`src/rtl/cc_level_rowloader_pkg.sv`:
```
// Shared widths, level geometry and FSM state encoding for the level row loader.
package cc_level_rowloader_pkg;

  localparam int unsigned CC_DATAWIDTH      = 8;
  localparam int unsigned CC_LEVEL_DW       = 3;
  localparam int unsigned CC_PROGRESS_DW    = 5;
  localparam int unsigned CC_ROWS           = 8;
  localparam int unsigned CC_LAST_PROGRESS  = 12;

  typedef enum logic [1:0] {
    ST_IDLE    = 2'd0,
    ST_PRELOAD = 2'd1,
    ST_RUN     = 2'd2,
    ST_DONE    = 2'd3
  } state_e;

endpackage

```
`src/rtl/cc_level_rowshifter.sv`:
```
// Playfield shift register: newest row enters at the top, oldest row falls off the bottom.
module cc_level_rowshifter #(
  parameter int unsigned ROWS      = 8,
  parameter int unsigned DATAWIDTH = 8
) (
  input  logic                      clk_i,
  input  logic                      rst_n_i,
  input  logic                      clr_i,
  input  logic                      push_i,
  input  logic [DATAWIDTH-1:0]      row_i,
  output logic [ROWS*DATAWIDTH-1:0] matrix_o
);

  logic [ROWS*DATAWIDTH-1:0] matrix_q, matrix_d;

  // Clear wins over push so a restart always begins from an empty field.
  always_comb begin
    matrix_d = matrix_q;
    if (clr_i) begin
      matrix_d = '0;
    end else if (push_i) begin
      matrix_d = {row_i, matrix_q[ROWS*DATAWIDTH-1:DATAWIDTH]};
    end
  end

  always_ff @(posedge clk_i) begin
    if (!rst_n_i) begin
      matrix_q <= '0;
    end else begin
      matrix_q <= matrix_d;
    end
  end

  assign matrix_o = matrix_q;

endmodule

```
`src/rtl/cc_level_rowloader.sv`:
```
// Level row loader: preloads a screen of rows, then fetches one row per scroll tick.
// Optional endless scroll when CC_LEVEL_ROWLOADER_WRAP_EN is defined.
module cc_level_rowloader
  import cc_level_rowloader_pkg::*;
#(
  parameter int unsigned DATAWIDTH               = CC_DATAWIDTH,
  parameter int unsigned CURRENTLEVEL_DATAWIDTH  = CC_LEVEL_DW,
  parameter int unsigned LEVELPROGRESS_DATAWIDTH = CC_PROGRESS_DW,
  parameter int unsigned ROWS                    = CC_ROWS,
  parameter int unsigned LAST_PROGRESS           = CC_LAST_PROGRESS
) (
  input  logic                               CC_LEVEL_ROWLOADER_CLOCK_50,
  input  logic                               CC_LEVEL_ROWLOADER_RESET_InLow,
  input  logic                               CC_LEVEL_ROWLOADER_Start_In,
  input  logic [CURRENTLEVEL_DATAWIDTH-1:0]  CC_LEVEL_ROWLOADER_Level_InBus,
  input  logic                               CC_LEVEL_ROWLOADER_Tick_In,
  input  logic [DATAWIDTH-1:0]               CC_LEVEL_ROWLOADER_LevelData_InBus,
  output logic [LEVELPROGRESS_DATAWIDTH-1:0] CC_LEVEL_ROWLOADER_LvlProgress_OutBus,
  output logic [CURRENTLEVEL_DATAWIDTH-1:0]  CC_LEVEL_ROWLOADER_CurrentLvl_OutBus,
  output logic [ROWS*DATAWIDTH-1:0]          CC_LEVEL_ROWLOADER_Matrix_OutBus,
  output logic                               CC_LEVEL_ROWLOADER_Busy_Out,
  output logic                               CC_LEVEL_ROWLOADER_Done_Out
);

  localparam logic [LEVELPROGRESS_DATAWIDTH-1:0] PROG_ROWS = LEVELPROGRESS_DATAWIDTH'(ROWS);
  localparam logic [LEVELPROGRESS_DATAWIDTH-1:0] PROG_LAST = LEVELPROGRESS_DATAWIDTH'(LAST_PROGRESS);

  state_e                              state_q, state_d;
  logic [LEVELPROGRESS_DATAWIDTH-1:0]  prog_q, prog_d;
  logic [CURRENTLEVEL_DATAWIDTH-1:0]   lvl_q, lvl_d;
  logic                                busy_q, busy_d;
  logic                                done_q, done_d;
  logic                                clr, push;
`ifdef CC_LEVEL_ROWLOADER_WRAP_EN
  logic                                pend_q, pend_d;
`endif

  always_comb begin
    state_d = state_q;
    prog_d  = prog_q;
    lvl_d   = lvl_q;
    clr     = 1'b0;
    push    = 1'b0;
    done_d  = 1'b0;
`ifdef CC_LEVEL_ROWLOADER_WRAP_EN
    pend_d  = 1'b0;
    done_d  = pend_q;
`endif
    case (state_q)
      ST_IDLE: ;
      ST_PRELOAD: begin
        push   = 1'b1;
        prog_d = prog_q + 1'b1;
        if (prog_q == PROG_ROWS) state_d = ST_RUN;
      end
      ST_RUN: begin
        if (CC_LEVEL_ROWLOADER_Tick_In) begin
          push = 1'b1;
          if (prog_q == PROG_LAST) begin
`ifdef CC_LEVEL_ROWLOADER_WRAP_EN
            prog_d = LEVELPROGRESS_DATAWIDTH'(1);
            pend_d = 1'b1;
`else
            state_d = ST_DONE;
`endif
          end else begin
            prog_d = prog_q + 1'b1;
          end
        end
      end
      ST_DONE: begin
        done_d  = 1'b1;
        prog_d  = '0;
        state_d = ST_IDLE;
      end
      default: state_d = ST_IDLE;
    endcase
    // Start overrides whatever the current state decided, but a pending done pulse survives.
    if (CC_LEVEL_ROWLOADER_Start_In) begin
      state_d = ST_PRELOAD;
      lvl_d   = CC_LEVEL_ROWLOADER_Level_InBus;
      prog_d  = LEVELPROGRESS_DATAWIDTH'(1);
      clr     = 1'b1;
      push    = 1'b0;
    end
    busy_d = (state_d == ST_PRELOAD) || (state_d == ST_RUN);
  end

  always_ff @(posedge CC_LEVEL_ROWLOADER_CLOCK_50) begin
    if (!CC_LEVEL_ROWLOADER_RESET_InLow) begin
      state_q <= ST_IDLE;
      prog_q  <= '0;
      lvl_q   <= '0;
      busy_q  <= 1'b0;
      done_q  <= 1'b0;
`ifdef CC_LEVEL_ROWLOADER_WRAP_EN
      pend_q  <= 1'b0;
`endif
    end else begin
      state_q <= state_d;
      prog_q  <= prog_d;
      lvl_q   <= lvl_d;
      busy_q  <= busy_d;
      done_q  <= done_d;
`ifdef CC_LEVEL_ROWLOADER_WRAP_EN
      pend_q  <= pend_d;
`endif
    end
  end

  cc_level_rowshifter #(
    .ROWS      (ROWS),
    .DATAWIDTH (DATAWIDTH)
  ) u_shifter (
    .clk_i    (CC_LEVEL_ROWLOADER_CLOCK_50),
    .rst_n_i  (CC_LEVEL_ROWLOADER_RESET_InLow),
    .clr_i    (clr),
    .push_i   (push),
    .row_i    (CC_LEVEL_ROWLOADER_LevelData_InBus),
    .matrix_o (CC_LEVEL_ROWLOADER_Matrix_OutBus)
  );

  assign CC_LEVEL_ROWLOADER_LvlProgress_OutBus = prog_q;
  assign CC_LEVEL_ROWLOADER_CurrentLvl_OutBus  = lvl_q;
  assign CC_LEVEL_ROWLOADER_Busy_Out           = busy_q;
  assign CC_LEVEL_ROWLOADER_Done_Out           = done_q;

endmodule

```
`config.mk`:
```
export PLATFORM = sky130hd
export DESIGN_NAME = cc_level_rowloader
export DESIGN_NICKNAME = d
export VERILOG_FILES = /design/src/rtl/cc_level_rowloader_pkg.sv /design/src/rtl/cc_level_rowshifter.sv /design/src/rtl/cc_level_rowloader.sv
export SDC_FILE = /design/constraint.sdc
export NUM_CORES = 1
export LEC_CHECK = 0
export CAP_MARGIN = 20
export CORE_MARGIN = 1.5
export CORE_UTILIZATION = 50
export DETAILED_ROUTE_END_ITERATION = 6
export PLACE_DENSITY = 0.85
export SLEW_MARGIN = 20
export SYNTH_ARGS = -nofsm -noshare
export SYNTH_HDL_FRONTEND = slang
export SYNTH_SLANG_ARGS = --single-unit
```
`constraint.sdc`:
```
create_clock -name CC_LEVEL_ROWLOADER_CLOCK_50 -period 3.6 [get_ports CC_LEVEL_ROWLOADER_CLOCK_50]
set_input_delay 0.54 -clock CC_LEVEL_ROWLOADER_CLOCK_50 [delete_from_list [all_inputs] [get_ports CC_LEVEL_ROWLOADER_CLOCK_50]]
set_output_delay 0.54 -clock CC_LEVEL_ROWLOADER_CLOCK_50 [all_outputs]
set_load 0.02 [all_outputs]
```
==> summary.txt, run 1 <==
status -> finished clean
Total Nets Final -> 452
Post-Syn Area per Cell -> 8.17 um^2
dpl cells -> 492
Worst Clk Skew -> 0.00813 ns
library cells used by synthesis -> 32
drt first pass iters -> 4
layout cells sized above 1 -> 0.0596
TritonCTS buffer count -> 9
Hold Path Class -> flip-flop to flip-flop
Max Slew Vio Count -> 0
final worst setup slack -> 1.41 ns
post-synthesis adder-cell area fraction -> 0.0262
syn nets -> 372
IO buf count -> 88
fill count -> 413
# setup viols final -> 0
DRT antenna net count -> 0
Final min period -> 2.19 ns
Worst VDD drop -> 0.307 mV
drt drc -> 0
DP Worst Slack -> 1.06 ns
crit start category -> primary input
clock slew at reported path FFs -> 0.08 ns
Cell Count, Final, Fillers Out -> 508
Die ar. -> 6200 um^2
initial antenna violation count -> 0
final hold viol count -> 0
Post-CTS Setup Bufs -> 0
Layout area overhead -> 39.6%
vias in the first global route -> 2,273
hold path depth -> 2
via count -> 2,574
Setup crit end kind -> flip-flop
Synth area leader -> dfxtp_1
gp weighted congestion -> 0.835
Post-CTS Resized -> 0
critical path fanouts, max -> 36
path depth of the worst reg2reg path -> 7
core area -> 5510 um^2
Tcrit/Tclk final -> 0.608
largest net degree at the start of global routing -> 44
compound-gate portion of the synthesized area -> 0.156
WL/cell -> 13.0 um
GRT overflow -> 0
# rows -> 27
first-pass GRT wire length -> 10,700 um
commonest non-fill, non-tap cell in the layout -> nand2_1
Yosys top cell area share -> 0.530
Area contributors post-synth -> dfxtp_1 (53%), nand2_1 (17%), a21oi_1 (12%)
dpl hpwl -> 4480 um
# diodes -> 0
sequential share of the synthesized area -> 0.530
fmax -> 0.457 GHz
Worst-Skew Late Latency -> 0.35 ns
Total GRT Usage -> 0.223
largest family of logic cells by synthesized area -> simple AND/OR/NAND/NOR gates
LEAKAGE -> 0.00128 uW
Cell Pwr Density -> 407 nW/um^2
post-cts hold buffer count -> 0
initial core utilization -> 0.521
post-layout util -> 0.727
Die H -> 78.8 um
Worst Path Required -> 3.80 ns
Design Area, Final -> 4010 um^2
TritonCTS clock tree -> yes
Mapped Cells -> 351
unrepaired setup endpoints after global routing -> no
Iter 0 DRT Violations -> 227
Die W -> 78.8 um
Slew HR -> 0.505
Post-Synth Simple-Gate Area -> 0.225
Sink Count -> 76
total I/O pin count -> 89
drt total wl -> 6620 um
worst-case clock buffer depth -> 2
Setup CP Type -> primary input to flip-flop
arrival time worst endpoint -> 2.39 ns
max_cap viols -> 0
number of synthesized register bits -> 76
Post-Synth XOR/XNOR Area -> 0
CTS root buf -> clkbuf_8
CTS H-tree lvls -> 3
worst slew pin tran -> 0.737 ns
vias per cell -> 5.07
mapped cell area -> 2870 um^2
Yosys Warn Count -> 0
setup TNS -> 0 ns
multiplexer share of the synthesized area -> 0.0140
Placed Area -> 3790 um^2
most frequent cells in the layout -> nand2_1 (130), clkdlybuf4s50_1 (88), dfxtp_1 (76)
[worst paths after layout]
path	startpoint	end	slack, ns
hold / removal	u_shifter.matrix_o[5]$_SDFFE_PP0P_	u_shifter.matrix_o[5]$_SDFFE_PP0P_	0.45
setup reg to reg	state_q[0]$_SDFF_PN0_	u_shifter.matrix_o[40]$_SDFFE_PP0P_	1.42
hold reg to reg	u_shifter.matrix_o[5]$_SDFFE_PP0P_	u_shifter.matrix_o[5]$_SDFFE_PP0P_	0.45
setup / recovery	CC_LEVEL_ROWLOADER_Start_In	u_shifter.matrix_o[40]$_SDFFE_PP0P_	1.41
[where the power goes]
part	internal, uW	switching [uW]	leakage, uW	total [uW]
sequential	845	4.59	0.000614	850
clock	387	308	0.000109	695
combinational	36.9	47.4	0.000562	84.4
[through the flow]
step           total power (uW)  hold slack, ns
3_3_place_gp                952           0.441
5_1_grt                    1690           0.476
4_1_cts                    1640           0.459
6_report                   1630           0.454
3_5_place_dp                954           0.448
2_1_floorplan               916           0.533
[critical path, stage by stage]
cell             delay (ns)
clkdlybuf4s50_1        0.60
or3b_2                 0.82
buf_12                 0.28
nand2_1                0.07
a21oi_1                0.06
[state kept, by name, indices dropped and copies added (netlist names)]
register	flops
CC_LEVEL_ROWLOADER_Busy_Out	1
CC_LEVEL_ROWLOADER_Done_Out	1
CC_LEVEL_ROWLOADER_LvlProgress_OutBus	5
u_shifter.matrix_o	64
state_q	2
CC_LEVEL_ROWLOADER_CurrentLvl_OutBus	3
[area by class of cell]
cell class,count,area [um^2],share of cell area
clock inverters,7,91.3,0.0228
multi-input cells,245,1220,0.304
flip-flops and latches,76,1520,0.380
inverters,7,26.3,0.00656
clock buffers,9,124,0.0309
well taps,72,90.1,0.0225
repair buffers,92,936,0.234
[metal layers]
| layer | routed length (um) | global-route usage | vias to the layer above |
|---|---|---|---|
| met1 | 2790 | 0.283 | 1164 |
| met5 | 0 | 0 | - |
| met4 | 127 | 0.105 | 0 |
| met3 | 444 | 0.0563 | 12 |
| met2 | 3260 | 0.356 | 80 |
| li1 | - | - | 1318 |
[synthesized netlist by cell type (all sizes together)]
cell	number
o21bai	1
nand4b	1
o31ai	4
clkbuf	6
nand2b	1
and2	2
buf	17
o22a	1
a21boi	1
nor4b	1
nor2	2
nand2	130
and4bb	1
a211oi	1
mux2i	4
ha	6
nor2b	3
nor3b	1
or4	3
inv	7
or3b	1
a221oi	1
a21oi	69
o21a	1
nand3	2
dfxtp	76
o31a	1
nor3	3
o21ai	2
or4b	2
[logic make-up after synthesis]
family | count (synthesis)
compound gates | 82
fa+ha+maj | 6
flops | 76
mux | 4
simple gates | 153
buf+inv | 30
Note: power is estimated with default switching activity, not from simulation.
==> inputs of run 2 (changes only) <==
- CORE_UTILIZATION: 50 -> 42
- PLACE_DENSITY: 0.85 -> 0.76
- clock period: 3.6 -> 1.9 ns (I/O delays scaled with it)
==> run 2 against run 1 <==
The run now ends with design-rule violations left. Register-to-register slack got worse by 1.3 ns. Largest cell class unchanged. Core utilization decreased by 8.0 points. Routed wire length increased by 3.0%. Design area increased by 4.3%. Non-clock buffer count increased by 9. Combinational power increased by 120%. Total power increased by 100%.
==> summary.txt, run 2 (same netlist as run 1, synthesis figures left out) <==
drt total wl -> 6820 um (was 6620 um)
layout cells sized above 1 -> 0.0944 (was 0.0596)
# rows -> 29 (was 27)
Final min period -> 1.75 ns
LEAKAGE -> 0.00135 uW (was 0.00128 uW)
crit-path cells -> inv_1 -> ha_1 -> nand4b_1 -> a21boi_2 -> or4b_1 -> a21oi_1 (was clkdlybuf4s50_1 -> or3b_2 -> buf_12 -> nand2_1 -> a21oi_1)
DRT antenna net count -> 0 (unchanged)
Die H -> 85.7 um (was 78.8 um)
Worst Clk Skew -> 0.00873 ns (was 0.00813 ns)
TritonCTS buffer count -> 9 (unchanged)
worst-case clock buffer depth -> 2 (unchanged)
via count -> 2,627 (was 2,574)
Placed Area -> 3900 um^2 (was 3790 um^2)
worst slew pin tran -> 0.409 ns (was 0.737 ns)
worst hold slack -> 0.456 ns (was 0.454 ns)
initial antenna violation count -> 0 (unchanged)
Setup crit end kind -> flip-flop (unchanged)
WP buf/inv -> 1 (was 2)
status -> complete, but fails checks (was finished clean)
most frequent cells in the layout -> nand2_1 (130), clkdlybuf4s50_1 (88), dfxtp_1 (74) (was nand2_1 (130), clkdlybuf4s50_1 (88), dfxtp_1 (76))
TritonCTS clock tree -> yes (unchanged)
Die W -> 85.7 um (was 78.8 um)
Worst VDD drop -> 0.551 mV (was 0.307 mV)
commonest non-fill, non-tap cell in the layout -> nand2_1 (unchanged)
drt first pass iters -> 7 (was 4)
final hold viol count -> 0 (unchanged)
failing checks -> design-rule violations
WL/cell -> 13.1 um (was 13.0 um)
Tcrit/Tclk final -> 0.919
Iter 0 DRT Violations -> 147 (was 227)
Cell Pwr Density -> 786 nW/um^2 (was 407 nW/um^2)
gp weighted congestion -> 0.885 (was 0.835)
Setup CP Type -> flip-flop to flip-flop (was primary input to flip-flop)
Total GRT Usage -> 0.194 (was 0.223)
Layout area overhead -> 45.7% (was 39.6%)
vias per cell -> 5.03 (was 5.07)
crit start category -> flip-flop (was primary input)
Hold Path Class -> flip-flop to flip-flop (unchanged)
unrepaired setup endpoints after global routing -> no (unchanged)
fmax -> 0.573 GHz
Design Area, Final -> 4180 um^2 (was 4010 um^2)
critical path fanouts, max -> 11 (was 36)
max_cap viols -> 0 (unchanged)
vias in the first global route -> 2,468 (was 2,273)
core area -> 6460 um^2 (was 5510 um^2)
Total Nets Final -> 461 (was 452)
arrival time worst endpoint -> 2.03 ns (was 2.39 ns)
clock slew at reported path FFs -> 0.08 ns (about the same)
# diodes -> 0 (unchanged)
Die ar. -> 7340 um^2 (was 6200 um^2)
Slew HR -> 0.726 (was 0.505)
total I/O pin count -> 89 (unchanged)
Worst-Skew Late Latency -> 0.35 ns (about the same)
largest net degree at the start of global routing -> 48 (was 44)
DP Worst Slack -> 0.0479 ns (was 1.06 ns)
drt drc -> 5 (was 0)
CTS H-tree lvls -> 3 (unchanged)
# setup viols final -> 0 (unchanged)
dpl hpwl -> 4580 um (was 4480 um)
Sink Count -> 76 (unchanged)
Max Slew Vio Count -> 0 (unchanged)
Worst Path Required -> 2.18 ns (was 3.80 ns)
max reg flops -> 64 (unchanged)
crit-path leading delay family -> simple AND/OR/NAND/NOR gates (unchanged)
initial core utilization -> 0.444 (was 0.521)
CTS root buf -> clkbuf_8 (unchanged)
slowest CP cell -> or4b_1 (was or3b_2)
delay of the slowest critical-path stage -> 0.53 ns (was 0.82 ns)
IO buf count -> 88 (unchanged)
final worst setup slack -> 0.154 ns (was 1.41 ns)
GRT overflow -> 0 (unchanged)
setup TNS -> 0 ns (unchanged)
first-pass GRT wire length -> 11,300 um (was 10,700 um)
==> run 2: worst paths after layout <==
kind / slack, ns / start / endpoint / cells after the start
hold reg to reg: 0.46 / u_shifter.matrix_o[7]$_SDFFE_PP0P_ / u_shifter.matrix_o[7]$_SDFFE_PP0P_ / 2
setup reg to reg: 0.15 / CC_LEVEL_ROWLOADER_LvlProgress_OutBus[1]$_SDFFE_PP0P_ / CC_LEVEL_ROWLOADER_LvlProgress_OutBus[1]$_SDFFE_PP0P_ / 6
hold / removal: 0.46 / u_shifter.matrix_o[7]$_SDFFE_PP0P_ / u_shifter.matrix_o[7]$_SDFFE_PP0P_ / 2
setup / recovery: 0.15 / CC_LEVEL_ROWLOADER_LvlProgress_OutBus[1]$_SDFFE_PP0P_ / CC_LEVEL_ROWLOADER_LvlProgress_OutBus[1]$_SDFFE_PP0P_ / 6
==> run 2: stage by stage <==
step                       util  instances  power (uW)
after floorplan               -        351        1740
after global placement    0.604        506        1830
after detailed placement  0.604        506        1830
after CTS                 0.642        522        3310
after global routing      0.647        522        3420
final                     0.647        522        3290
==> run 2: what timing repair did <==
item	4_1_cts	5_1_grt
hold endpoints to repair	0	0
buffers inserted	0	0
setup endpoints to repair	0	39
hold buffers	0	0
resized for setup	0	8
==> run 2: final cells by class <==
class	count	area, um^2
clock buffers	9	124
clock inverters	7	124
fillers	554	2280
inverters	7	26.3
multi-input cells	245	1240
flip-flops and latches	76	1520
well taps	77	96.3
repair buffers	101	1040
==> run 2: where the power goes <==
| group | switching [uW] | internal [uW] | total, uW |
|---|---|---|---|
| clock network | 610 | 881 | 1490 |
| registers | 8.57 | 1600 | 1610 |
| logic | 95.5 | 89.9 | 185 |
| total | 714 | 2570 | 3290 |
==> run 2: layer usage <==
metal / share of wire / up-vias / track usage
met4: 0.011 / 0 / 0.0704
met1: 0.44 / 1193 / 0.229
met5: 0 / - / 0
met2: 0.46 / 90 / 0.306
met3: 0.096 / 6 / 0.0972
li1: - / 1338 / -
==> run 2: tightest hold or removal path, cell delays in order (launching register included) <==
cell and delay (ns):
dfxtp_1 0.31, nand2_1 0.05, a21oi_1 0.05
